File: src/rtl/adder_tree_accumulator.sv
// Pipelined signed adder tree with an optional cross-beat accumulator on its output.
// One beat per cycle; a single advance signal stalls every stage together.
module adder_tree_accumulator #(
  parameter int unsigned DATA_WIDTH = 5,
  parameter int unsigned LENGTH     = 9,
  parameter int unsigned ACC_EXTRA  = 2,
  localparam int unsigned TREE_DEPTH = $clog2(LENGTH),
  localparam int unsigned SUM_WIDTH  = DATA_WIDTH + TREE_DEPTH,
  localparam int unsigned OUT_WIDTH  = SUM_WIDTH + ACC_EXTRA
) (
  input  logic                         clk,
  input  logic                         reset,
  input  logic                         in_valid,
  output logic                         in_ready,
  input  logic signed [DATA_WIDTH-1:0] in_addends [LENGTH],
  input  logic                         in_mode,
  input  logic                         in_last,
  output logic                         out_valid,
  input  logic                         out_ready,
  output logic signed [OUT_WIDTH-1:0]  out_sum,
  output logic                         out_overflow
);

  // Element count after lvl pairwise reductions: ceil(LENGTH / 2**lvl).
  function automatic int unsigned level_count(int unsigned lvl);
    return (LENGTH + (32'd1 << lvl) - 32'd1) >> lvl;
  endfunction

  logic                        advance;
  logic                        out_valid_q, out_valid_d;
  logic signed [OUT_WIDTH-1:0] out_sum_q, out_sum_d;
  logic                        out_ovf_q, out_ovf_d;
  logic signed [OUT_WIDTH-1:0] acc_q, acc_d;
  logic                        ovf_q, ovf_d;

  assign advance   = !out_valid_q || out_ready;
  assign in_ready  = advance;

  for (genvar k = 0; k < TREE_DEPTH; k++) begin : g_lvl
    localparam int unsigned WI = DATA_WIDTH + k;
    localparam int unsigned WO = WI + 1;
    localparam int unsigned NI = level_count(k);
    localparam int unsigned NO = level_count(k + 1);

    logic signed [WI-1:0] src [NI];
    logic                 src_vld, src_mode, src_last;
    logic signed [WO-1:0] sum_d  [NO];
    logic signed [WO-1:0] data_q [NO];
    logic                 vld_q, mode_q, last_q;

    if (k == 0) begin : g_src
      assign src      = in_addends;
      assign src_vld  = in_valid;
      assign src_mode = in_mode;
      assign src_last = in_last;
    end else begin : g_src
      assign src      = g_lvl[k-1].data_q;
      assign src_vld  = g_lvl[k-1].vld_q;
      assign src_mode = g_lvl[k-1].mode_q;
      assign src_last = g_lvl[k-1].last_q;
    end

    for (genvar i = 0; i < NO; i++) begin : g_pair
      if (2 * i + 1 < NI) begin : g_add
        assign sum_d[i] = WO'(src[2*i]) + WO'(src[2*i+1]);
      end else begin : g_pass
        assign sum_d[i] = WO'(src[2*i]);
      end
    end

    always_ff @(posedge clk or negedge reset) begin
      if (!reset) begin
        vld_q  <= 1'b0;
        mode_q <= 1'b0;
        last_q <= 1'b0;
      end else if (advance) begin
        vld_q  <= src_vld;
        mode_q <= src_mode;
        last_q <= src_last;
      end
    end

    // Data only loads with a valid beat, so idle/X inputs never reach the sum.
    always_ff @(posedge clk) begin
      if (advance && src_vld) begin
        data_q <= sum_d;
      end
    end
  end

  logic signed [SUM_WIDTH-1:0] tree_sum;
  logic signed [OUT_WIDTH-1:0] tree_ext;
  logic signed [OUT_WIDTH-1:0] acc_sum;
  logic                        add_ovf;
  logic                        fin_vld, fin_mode, fin_last;

  assign tree_sum = g_lvl[TREE_DEPTH-1].data_q[0];
  assign fin_vld  = g_lvl[TREE_DEPTH-1].vld_q;
  assign fin_mode = g_lvl[TREE_DEPTH-1].mode_q;
  assign fin_last = g_lvl[TREE_DEPTH-1].last_q;
  assign tree_ext = OUT_WIDTH'(tree_sum);
  assign acc_sum  = acc_q + tree_ext;
  assign add_ovf  = (acc_q[OUT_WIDTH-1] == tree_ext[OUT_WIDTH-1]) &&
                    (acc_sum[OUT_WIDTH-1] != acc_q[OUT_WIDTH-1]);

  always_comb begin
    out_valid_d = out_valid_q;
    out_sum_d   = out_sum_q;
    out_ovf_d   = out_ovf_q;
    acc_d       = acc_q;
    ovf_d       = ovf_q;
    if (advance) begin
      out_valid_d = 1'b0;
      if (fin_vld) begin
        if (!fin_mode) begin
          out_valid_d = 1'b1;
          out_sum_d   = tree_ext;
          out_ovf_d   = 1'b0;
        end else if (fin_last) begin
          out_valid_d = 1'b1;
          out_sum_d   = acc_sum;
          out_ovf_d   = ovf_q | add_ovf;
          acc_d       = '0;
          ovf_d       = 1'b0;
        end else begin
          acc_d = acc_sum;
          ovf_d = ovf_q | add_ovf;
        end
      end
    end
  end

  always_ff @(posedge clk or negedge reset) begin
    if (!reset) begin
      out_valid_q <= 1'b0;
      out_sum_q   <= '0;
      out_ovf_q   <= 1'b0;
      acc_q       <= '0;
      ovf_q       <= 1'b0;
    end else begin
      out_valid_q <= out_valid_d;
      out_sum_q   <= out_sum_d;
      out_ovf_q   <= out_ovf_d;
      acc_q       <= acc_d;
      ovf_q       <= ovf_d;
    end
  end

  assign out_valid    = out_valid_q;
  assign out_sum      = out_sum_q;
  assign out_overflow = out_ovf_q;

endmodule

File: config.mk
export PLATFORM = sky130hd
export DESIGN_NAME = adder_tree_accumulator
export DESIGN_NICKNAME = d
export VERILOG_FILES = /design/src/rtl/adder_tree_accumulator.sv
export SDC_FILE = /design/constraint.sdc
export NUM_CORES = 1
export LEC_CHECK = 0
export CAP_MARGIN = 20
export CORE_UTILIZATION = 30
export CTS_BUF_LIST = sky130_fd_sc_hd__clkbuf_4
export DETAILED_ROUTE_END_ITERATION = 7
export HOLD_SLACK_MARGIN = 0.03
export PLACE_DENSITY_LB_ADDON = 0.15
export SLEW_MARGIN = 10
export SYNTH_ARGS = -nofsm -noshare
export SYNTH_HDL_FRONTEND = slang
export SYNTH_SLANG_ARGS = --single-unit
File: constraint.sdc
create_clock -name clk -period 2.56 [get_ports clk]
set_clock_uncertainty 0.15 [all_clocks]
set_input_delay 0.512 -clock clk [delete_from_list [all_inputs] [get_ports clk]]
set_output_delay 0.512 -clock clk [all_outputs]
set_load 0.01 [all_outputs]
After elaboration in Yosys (flattened, before gate mapping)

Index checks and enable logic that the tools add are counted.
W data, S select, Z words.

Flip-flop bits (word level): 107
Input bits: 51
Output and inout bits: 14
Word-level logic and storage cells: 59

Add/sub/neg operators: 9
Equality and inequality tests: 3
Muxes and demuxes: 9
Bitwise gates (word level): 1
Reduce and logical (&&, ||, !) cells: 9

Operators by type and width:

| operator             | number |
|---|---|
| $mux W11             | 3 |
| $add A5 B5 Y6        | 4 |
| $add A6 B6 Y7        | 2 |
| $add A11 B9 Y11      | 1 |
| $add A8 B5 Y9        | 1 |
| $add A7 B7 Y8        | 1 |
| $mux W1              | 6 |
| $reduce_and A3 Y1    | 2 |
| $logic_and A1 B1 Y1  | 5 |
| $ne A2 B1 Y1 const B | 1 |
| $eq A1 B1 Y1         | 1 |
| $logic_not A1 Y1     | 1 |
| $logic_or A1 B1 Y1   | 1 |
| $ne A1 B1 Y1         | 1 |
| $or A1 B1 Y1         | 1 |

Depth between registers and ports, before layout

Gate-level depths: netlist (run 1).

Depth after elaboration: 6
Depth in mapped cells: 9
Mapped depth without buffers: 9

Worst setup path after synthesis (run 1)

OpenSTA, ideal clock, no wires.

Path type: input to register
Start: in out_ready
End: reg g_lvl[0].data_q[0] (netlist bit), enable pin
Arrival: 2.001 ns
Required time: 2.021 ns
Setup slack: 0.020 ns
Stages: 4
Path buffers: 2
Cell sequence: nand2b_1 -> buf_2 -> buf_1 -> and2_1

Cells in the longest elaborated chain, start to end: 2

RTL lines:

| item                 | RTL line | RTL |
|---|---|---|
| from (decl)          | 19       | `input logic out_ready,` |
| $logic_or A1 B1 Y1   | 36       | `assign advance = !out_valid_q \|\| out_ready;` |
| via in_ready         | 14       | `output logic in_ready,` |
| $logic_and A1 B1 Y1  | 85       | `if (advance && src_vld) begin` |
| to (signal assigned) | 86       | `data_q <= sum_d;` |
| to (decl)            | 48       | `logic signed [WO-1:0] data_q [NO];` |

The timed path passes the listed nets, and every way through them passes these cells.
A chain may end at the register's enable or synchronous reset.

Worst setup path after layout (run 1)

Start: in out_ready
End: out in_ready

Cells in the longest elaborated chain, start to end: 1

RTL lines:

| item               | RTL line |
|---|---|
| $logic_or A1 B1 Y1 | 36 |
| to (decl)          | 14 |

No other way between the ends.

==> results of run 1 <==
==> how the worst max path moves through the flow <==
stage	slack, ps	start	endpoint
2_1_floorplan	20	out_ready	g_lvl[0].data_q[0]$_DFFE_PP_
3_3_place_gp	50	out_ready	in_ready
3_5_place_dp	70	out_ready	in_ready
4_1_cts	70	out_ready	in_ready
5_1_grt	7	g_lvl[2].data_q[0]$_DFFE_PP_	g_lvl[3].data_q[8]$_DFFE_PP_
6_report	90	out_ready	in_ready
==> final cells by class <==
cell class / count / share of cell area, %
flip-flops and latches: 107 / 42.55
clock buffers: 9 / 0.9495
clock inverters: 7 / 1.037
repair buffers: 78 / 10.80
multi-input cells: 323 / 36.59
inverters: 64 / 3.376
well taps: 265 / 4.660
diodes: 1 / 0.03517
==> per-layer routing <==
metal | share of wire (%) | routed length (µm)
met1 | 44 | 4530
met2 | 50 | 5110
met3 | 4.3 | 441
met4 | 1.6 | 162
met5 | 0 | 0
==> metrics by stage <==
step | hold WS (ps) | total power, mW | setup slack [ps]
2_1_floorplan | 66.41 | 5.702 | 20.04
3_3_place_gp | 256.4 | 6.711 | 53.66
3_5_place_dp | 256.1 | 6.798 | 73.36
4_1_cts | 293.5 | 7.726 | 65.18
5_1_grt | 303.1 | 8.331 | 7.262
6_report | 289.2 | 7.637 | 86.79
==> placed cells by master (no fill, tap or decap), drive strengths merged, types with 6 or more instances in the layout <==
| cell type | count |
|---|---|
| a21o | 22 |
| a21oi | 26 |
| buf | 14 |
| clkbuf | 9 |
| clkdlybuf4s50 | 63 |
| dfrtp | 37 |
| edfxtp | 70 |
| fa | 9 |
| ha | 57 |
| inv | 68 |
| mux2 | 12 |
| mux2i | 6 |
| nand2 | 31 |
| nor2 | 22 |
| o211ai | 10 |
| o21ai | 28 |
| xnor2 | 31 |
==> repair_timing <==
action / 4_1_cts / 5_1_grt
setup endpoints to repair: 0 / 3
hold buffers: 1 / 0
buffers inserted: 0 / 2
endpoints found under the hold margin: 37 / 0
resized for setup: 0 / 2
==> sequential cells by signal (all words and copies together) (netlist names), 3 cells and up <==
| signal | count |
|---|---|
| g_lvl.data_q | 70 |
| g_lvl.vld_q | 3 |
| out_sum | 11 |
| acc_q | 11 |
| g_lvl.mode_q | 3 |
| g_lvl.last_q | 3 |
==> cells by family after synthesis <==
group | Yosys count
flip-flops | 107
XOR/XNOR | 35
AO/OA/AOI/OAI | 113
adder cells (fa/ha/maj) | 66
buffers and inverters | 75
AND/OR/NAND/NOR | 91
multiplexers | 18
==> power groups by stage <==
stage          Combinational (mW)  Clock (mW)  Sequential, mW
2_1_floorplan                2.72           0            2.99
3_5_place_dp                 3.70           0            3.10
4_1_cts                      3.72       0.947            3.06
3_3_place_gp                 3.62           0            3.09
6_report                     3.70       0.901            3.04
5_1_grt                      4.20        1.01            3.12
==> metrics.md, run 1 <==
| Metric | Value |
|---|---|
| Result of the run | `complete, no violations` |
| Post-synthesis sequential element count | `107` |
| Met1 usage in global routing | `about an eighth` |
| CP top delay family | `buffers and inverters` |
| Starting density of the core | `about 30%` |
| Setup Total Neg Slack | `0 ps` |
| Total instance count after detailed placement | `approximately 830` |
| Clock latency on the worst-skew pair | `around 490 ps` |
| Number of cells traversed by the worst register-to-register path | `9` |
| DRC | `0` |
| Cells after synthesis | `between 500 and 600` |
| Source of the worst register-to-register timing path | `acc_q[0]$_DFFE_PN0P_` |
| Met3 Track Usage GR | `between 3 and 4%` |
| GRT met2 Usage | `between 10% and 20%` |
| Internal power | `roughly 4.8 mW` |
| YS warnings | `0` |
| Max rail drop VDD | `0.3780 mV` |
| Async SR Flop Fraction | `34.58%` |
| Layer carrying the most global-route usage | `met2` |
| Shortest clock period the worst path allows after layout | `between 2000 and 2500 ps` |
| Fmax achieved | `between 400 and 500 MHz` |
| Initial DRT Pass Iterations | `4` |
| Overall via count from detail_route | `between 3000 and 4000` |
| Share of power burned in combinational logic | `about half` |
| Final HPWL DP | `about 7900 µm` |
| Buffers added on ports | `64` |
| Via count normalized by instance count | `around 4.4` |
| Residual overflow from global routing | `0` |
| Height of the chip | `between 100 and 150 µm` |
| Maximum fanout encountered on the critical timing path | `6` |
| Switching part of the total | `37.29%` |
| Largest net degree at the start of global routing | `38` |
| Critical Path End Type | `output port` |
| Post-DR wirelength/cell | `approximately 12 µm` |
| Via count of the first global-routing pass | `approximately 3800` |
| FF-to-FF setup slack | `approximately 160 ps` |
| Drt first-iter violations | `between 100 and 150` |
| Sequential element share of the synthesized area | `approximately 51%` |
| Floorplan row count | `roughly 50` |
| Commonest register cell after synthesis | `edfxtp_1` |
| Worst EP required | `between 1500 and 2000 ps` |
| Relative contribution of the clock network to total power | `a little under an eighth` |
| Data arrival time at the worst-slack endpoint | `around 1800 ps` |
| Synth Area in Simple Gates | `roughly 7.4%` |
| Initial antenna violation count | `1` |
| Longest individual stage delay on the worst path | `roughly 600 ps` |
| Type of the setup path with the least slack | `in2out` |
| Die Area | `between 20000 and 25000 µm²` |
| Adder and majority gate portion of the synthesized area | `15.10%` |
| Global-route wire length before repair | `~17000 µm` |
| PD cells | `1073 nW/µm²` |
| Post-route fraction of the period consumed by the critical path | `a little over nine tenths` |
| Sequential share of power | `roughly 40%` |
| Average footprint of a synthesized cell | `~12 µm²` |
| Count of nets after finishing | `700` |
| Clock sink count | `between 100 and 150` |
| Min-delay src | `g_lvl[1].data_q[0]$_DFFE_PP_` |
| Core region area | `slightly below 20000 µm²` |
| Number of endpoints with negative hold slack in the final report | `0` |
| Distinct cell type count after synthesis | `slightly below 50` |
| Placement Cell Area | `between 6000 and 7000 µm²` |
| Number of nets with antenna violations after routing | `0` |
| Slew margin rel. | `a little over two fifths` |
| Area growth, synth to finish | `20.23%` |
| Most prevalent standard cell on the critical path | `clkdlybuf4s50_1` |
| Fraction of layout instances using a drive strength above 1 | `between 7 and 8%` |
| Top cell type's share of synthesized area | `35.52%` |
| Worst Tran Pin Value | `roughly 860 ps` |
| Compound-Gate Fraction of Synth Area | `12.75%` |
| Final wirelength | `roughly 10000 µm` |
| Number of H-tree branching levels | `3` |
| Count of final setup violators | `0` |
| CP max stage cell | `clkdlybuf4s50_1` |
| Cell taking the most area after synthesis | `edfxtp_1` |
| Width of the die | `between 100 and 150 µm` |
| Hold path depth | `0` |
| Multiplexer fraction of the synthesized cell area | `between 3 and 4%` |
| Hold Path Class | `reg2reg` |
| Sequential Area | `slightly above 3000 µm²` |
| Post-synth EDFFs | `70` |
| Buf/Inv on CP | `2` |
| CP Depth | `3` |
| Number of top-level pins | `65` |
| Unrepaired setup endpoints after global routing | `false` |
| Clock tree from TritonCTS | `built` |
| Reg clk slew, reported paths | `about 150 ps` |
| Non-Filler Instances | `854` |
| Commonest cells post-synth | `edfxtp_1, inv_1, ha_1` |
| CTS buffer count | `9` |
| Net count of the mapped netlist | `roughly 620` |
| Area of the multi-input gates | `~2600 µm²` |
| Core occupancy in the finished layout | `roughly 37%` |
| Final-layout fill cell count | `1924` |
| Mapped cell area | `~5900 µm²` |
| Cell types occupying the most area after synthesis | `edfxtp_1, dfrtp_1, ha_1, xnor2_1, inv_1` |
| Main combinational cell family by area after synthesis | `adder cells` |
| Psw | `approximately 2.8 mW` |
| Static leakage power | `slightly above 3 nW` |
| Startpoint Class | `input pin` |
| Root cell of the clock tree | `clkbuf_4` |
| Placer congestion estimate | `0.7944` |
| Most numerous cell in the Yosys netlist | `edfxtp_1` |
| Cells along the critical path | `clkdlybuf4s50_1 -> nand2b_1 -> clkdlybuf4s50_1` |
| Number of maximum-capacitance violations | `0` |
| Buffer depth of the longest clock path | `2` |
| Cell area after layout | `between 7000 and 8000 µm²` |
| Hold Crit Endpoint | `g_lvl[2].data_q[0]$_DFFE_PP_` |
| Post-Synth XOR/XNOR Area | `roughly 5.4%` |
| Overall global routing resource usage | `approximately 11%` |
| Crit Reg-Reg Endpoint | `out_sum[10]$_DFFE_PN0P_` |
| Number of slew-limit violations in the final report | `0` |
Power figures use the tool's default switching activity.
==> run 2, diff against run 1 <==
- CTS_CLUSTER_DIAMETER: not set -> 120
- clock period: 2.56 -> 2.46 ns (I/O delays scaled with it)
==> run 2 against run 1 <==
Compared with the run above:
- critical endpoint is now out_sum[9]$_DFFE_PN0P_
- combinational power increased by 5%
- utilization increased by 0.27 points
- clock power decreased by 0.8%
- global-route usage decreased by 0.096 points
- final area increased by 0.74%
- wire length decreased by 0.90%
==> metrics.md, run 2 (same netlist as run 1, synthesis figures left out) <==
| Metric | Value |
|---|---|
| Result of the run | `complete, no violations` |
| Total Power | `7.958 mW (+4.2%)` |
| Most common library cell in the layout ignoring fill and taps | `edfxtp_1` |
| Initial antenna violation count | `1 (unchanged)` |
| Final wirelength | `10150 µm (-0.90%)` |
| Post-Place Worst Slack | `37.36 ps (-36.00 ps)` |
| Startpoint Class | `flop` |
| Area of the multi-input gates | `2610 µm² (+0.24%)` |
| Placer congestion estimate | `0.8097 (+1.9%)` |
| Psw | `3.005 mW (+5.5%)` |
| Largest net degree at the start of global routing | `30 (-21%)` |
| Static leakage power | `3.071 nW (+0.83%)` |
| Share of power burned in combinational logic | `49.0% (+0.6 points)` |
| Relative contribution of the clock network to total power | `11.2% (-0.6 points)` |
| Clock tree from TritonCTS | `built` |
| Via count normalized by instance count | `4.398 (-0.98%)` |
| Fmax achieved | `427.9 MHz` |
| Number of slew-limit violations in the final report | `0 (unchanged)` |
| Count of nets after finishing | `705 (+0.71%)` |
| CTS buffer count | `9 (unchanged)` |
| Final HPWL DP | `7963 µm (+1.3%)` |
| Residual overflow from global routing | `0 (unchanged)` |
| Hold Path Class | `in2async` |
| Global-route wire length before repair | `17260 µm (-0.83%)` |
| Number of endpoints with negative hold slack in the final report | `0 (unchanged)` |
| Number of top-level pins | `65 (unchanged)` |
| Max rail drop VDD | `0.3391 mV (-10%)` |
| Width of the die | `142.5 µm (unchanged)` |
| Height of the chip | `142.5 µm (unchanged)` |
| Number of maximum-capacitance violations | `0 (unchanged)` |
| Total instance count after detailed placement | `839 (+0.60%)` |
| Type of the setup path with the least slack | `reg2reg` |
| PD cells | `1110 nW/µm² (+3.4%)` |
| Area growth, synth to finish | `21.12%` |
| Overall global routing resource usage | `11.08% (-0.096 points)` |
| Buffer depth of the longest clock path | `2 (unchanged)` |
| Overall via count from detail_route | `3778 (-0.40%)` |
| Final-layout fill cell count | `1968 (+2.3%)` |
| Reg clk slew, reported paths | `200 ps (+50 ps)` |
| Largest register FFs | `70 (unchanged)` |
| Data arrival time at the worst-slack endpoint | `2600 ps (+790 ps)` |
| Core occupancy in the finished layout | `36.95% (+0.27 points)` |
| Shortest clock period the worst path allows after layout | `between 2000 and 2500 ps` |
| DRC | `0 (unchanged)` |
| Sequential Area | `3028 µm² (unchanged)` |
| Clock latency on the worst-skew pair | `510 ps (+20 ps)` |
| Setup Total Neg Slack | `0 ps (unchanged)` |
| Register name with the most flops | `g_lvl.data_q` |
| Maximum fanout encountered on the critical timing path | `4 (-2)` |
| Worst Tran Pin Value | `441.3 ps (-414.4 ps)` |
| Floorplan row count | `51 (unchanged)` |
| Number of nets with antenna violations after routing | `0 (unchanged)` |
| Worst EP required | `2730 ps (+830 ps)` |
| Most frequent cells in the layout | `edfxtp_1, inv_1, clkdlybuf4s50_1` |
| Die Area | `20290 µm² (unchanged)` |
| Via count of the first global-routing pass | `3683 (-2.2%)` |
| Core region area | `19400 µm² (unchanged)` |
| Final WS setup | `123.0 ps (+36.19 ps)` |
| Fraction of layout instances using a drive strength above 1 | `9.106% (+1.5 points)` |
| Slew margin rel. | `70.26% (+27 points)` |
| Drt first-iter violations | `105 (-19%)` |
| Cell area after layout | `7168 µm² (+0.74%)` |
| Non-Filler Instances | `859 (+0.59%)` |
| Worst-case hold slack | `137.0 ps (-152.2 ps)` |
| Placement Cell Area | `6998 µm² (+0.74%)` |
| Switching part of the total | `37.77% (+0.47 points)` |
| Count of final setup violators | `0 (unchanged)` |
| Buffers added on ports | `64 (unchanged)` |
| Starting density of the core | `30.51% (unchanged)` |
| Post-route fraction of the period consumed by the critical path | `a little over nine tenths` |
| Initial DRT Pass Iterations | `6 (+2)` |
| Sequential share of power | `39.7% (about the same)` |
| Internal power | `4.953 mW (+3.4%)` |
| Root cell of the clock tree | `clkbuf_4` |
| Clock sink count | `107 (unchanged)` |
| Critical Path End Type | `flop` |
| Post-DR wirelength/cell | `11.82 µm (-1.5%)` |
| Number of H-tree branching levels | `3 (unchanged)` |
run 2: final timing paths:
| kind | start | endpoint | slack, ps | cells after the start |
|---|---|---|---|---|
| setup reg to reg | g_lvl[3].data_q[1]$_DFFE_PP_ | out_sum[9]$_DFFE_PN0P_ | 120 | 7 |
| min in group clk | g_lvl[1].data_q[1]$_DFFE_PP_ | g_lvl[2].data_q[1]$_DFFE_PP_ | 300 | 0 |
| hold / removal | reset | acc_q[10]$_DFFE_PN0P_ | 140 | 2 |
| setup / recovery | g_lvl[3].data_q[1]$_DFFE_PP_ | out_sum[9]$_DFFE_PN0P_ | 120 | 7 |
| max in group asynchronous | reset | g_lvl[1].vld_q$_DFFE_PN0N_ | 1540 | 3 |
| hold reg to reg | g_lvl[1].data_q[1]$_DFFE_PP_ | g_lvl[2].data_q[1]$_DFFE_PP_ | 300 | 0 |
run 2: routing by layer:
metal	track usage, %	wire length, µm	vias up	part of all wire [%]
met5	0	0	-	0
met4	5.490	232	0	2.3
met3	2.759	396	15	3.9
met2	19.40	5028	73	50
met1	12.51	4495	1731	44
li1	-	-	1959	-
run 2: critical path: stages (launching register included):
cell,delay [ps]
edfxtp_1,460
ha_1,290
a21o_1,190
a21oi_2,230
o211ai_2,180
a221oi_4,340
nor4_1,70
or3_1,350
run 2: area by class of cell:
| class | instances | area share (%) |
|---|---|---|
| Multi-Input combinational cell | 323 | 36.41 |
| Tap cell | 265 | 4.626 |
| Sequential cell | 107 | 42.24 |
| Antenna cell | 1 | 0.03491 |
| Clock buffer | 9 | 0.9426 |
| Clock inverter | 7 | 0.9775 |
| Timing Repair Buffer | 83 | 11.42 |
| Inverter | 64 | 3.351 |
run 2: what timing repair did:
item	in CTS	in global routing
endpoints found under the setup margin	0	7
endpoints found under the hold margin	37	0
resized for setup	0	4
setup buffers	0	2
hold buffers	1	0
run 2: power groups by stage:
stage               clock network [mW]  logic [mW]  registers (mW)
floorplan                            0        2.83            3.11
global placement                     0        3.83            3.21
detailed placement                   0        3.90            3.23
CTS                              0.948        3.92            3.18
global route                      1.01        4.42            3.25
finish                           0.894        3.90            3.16
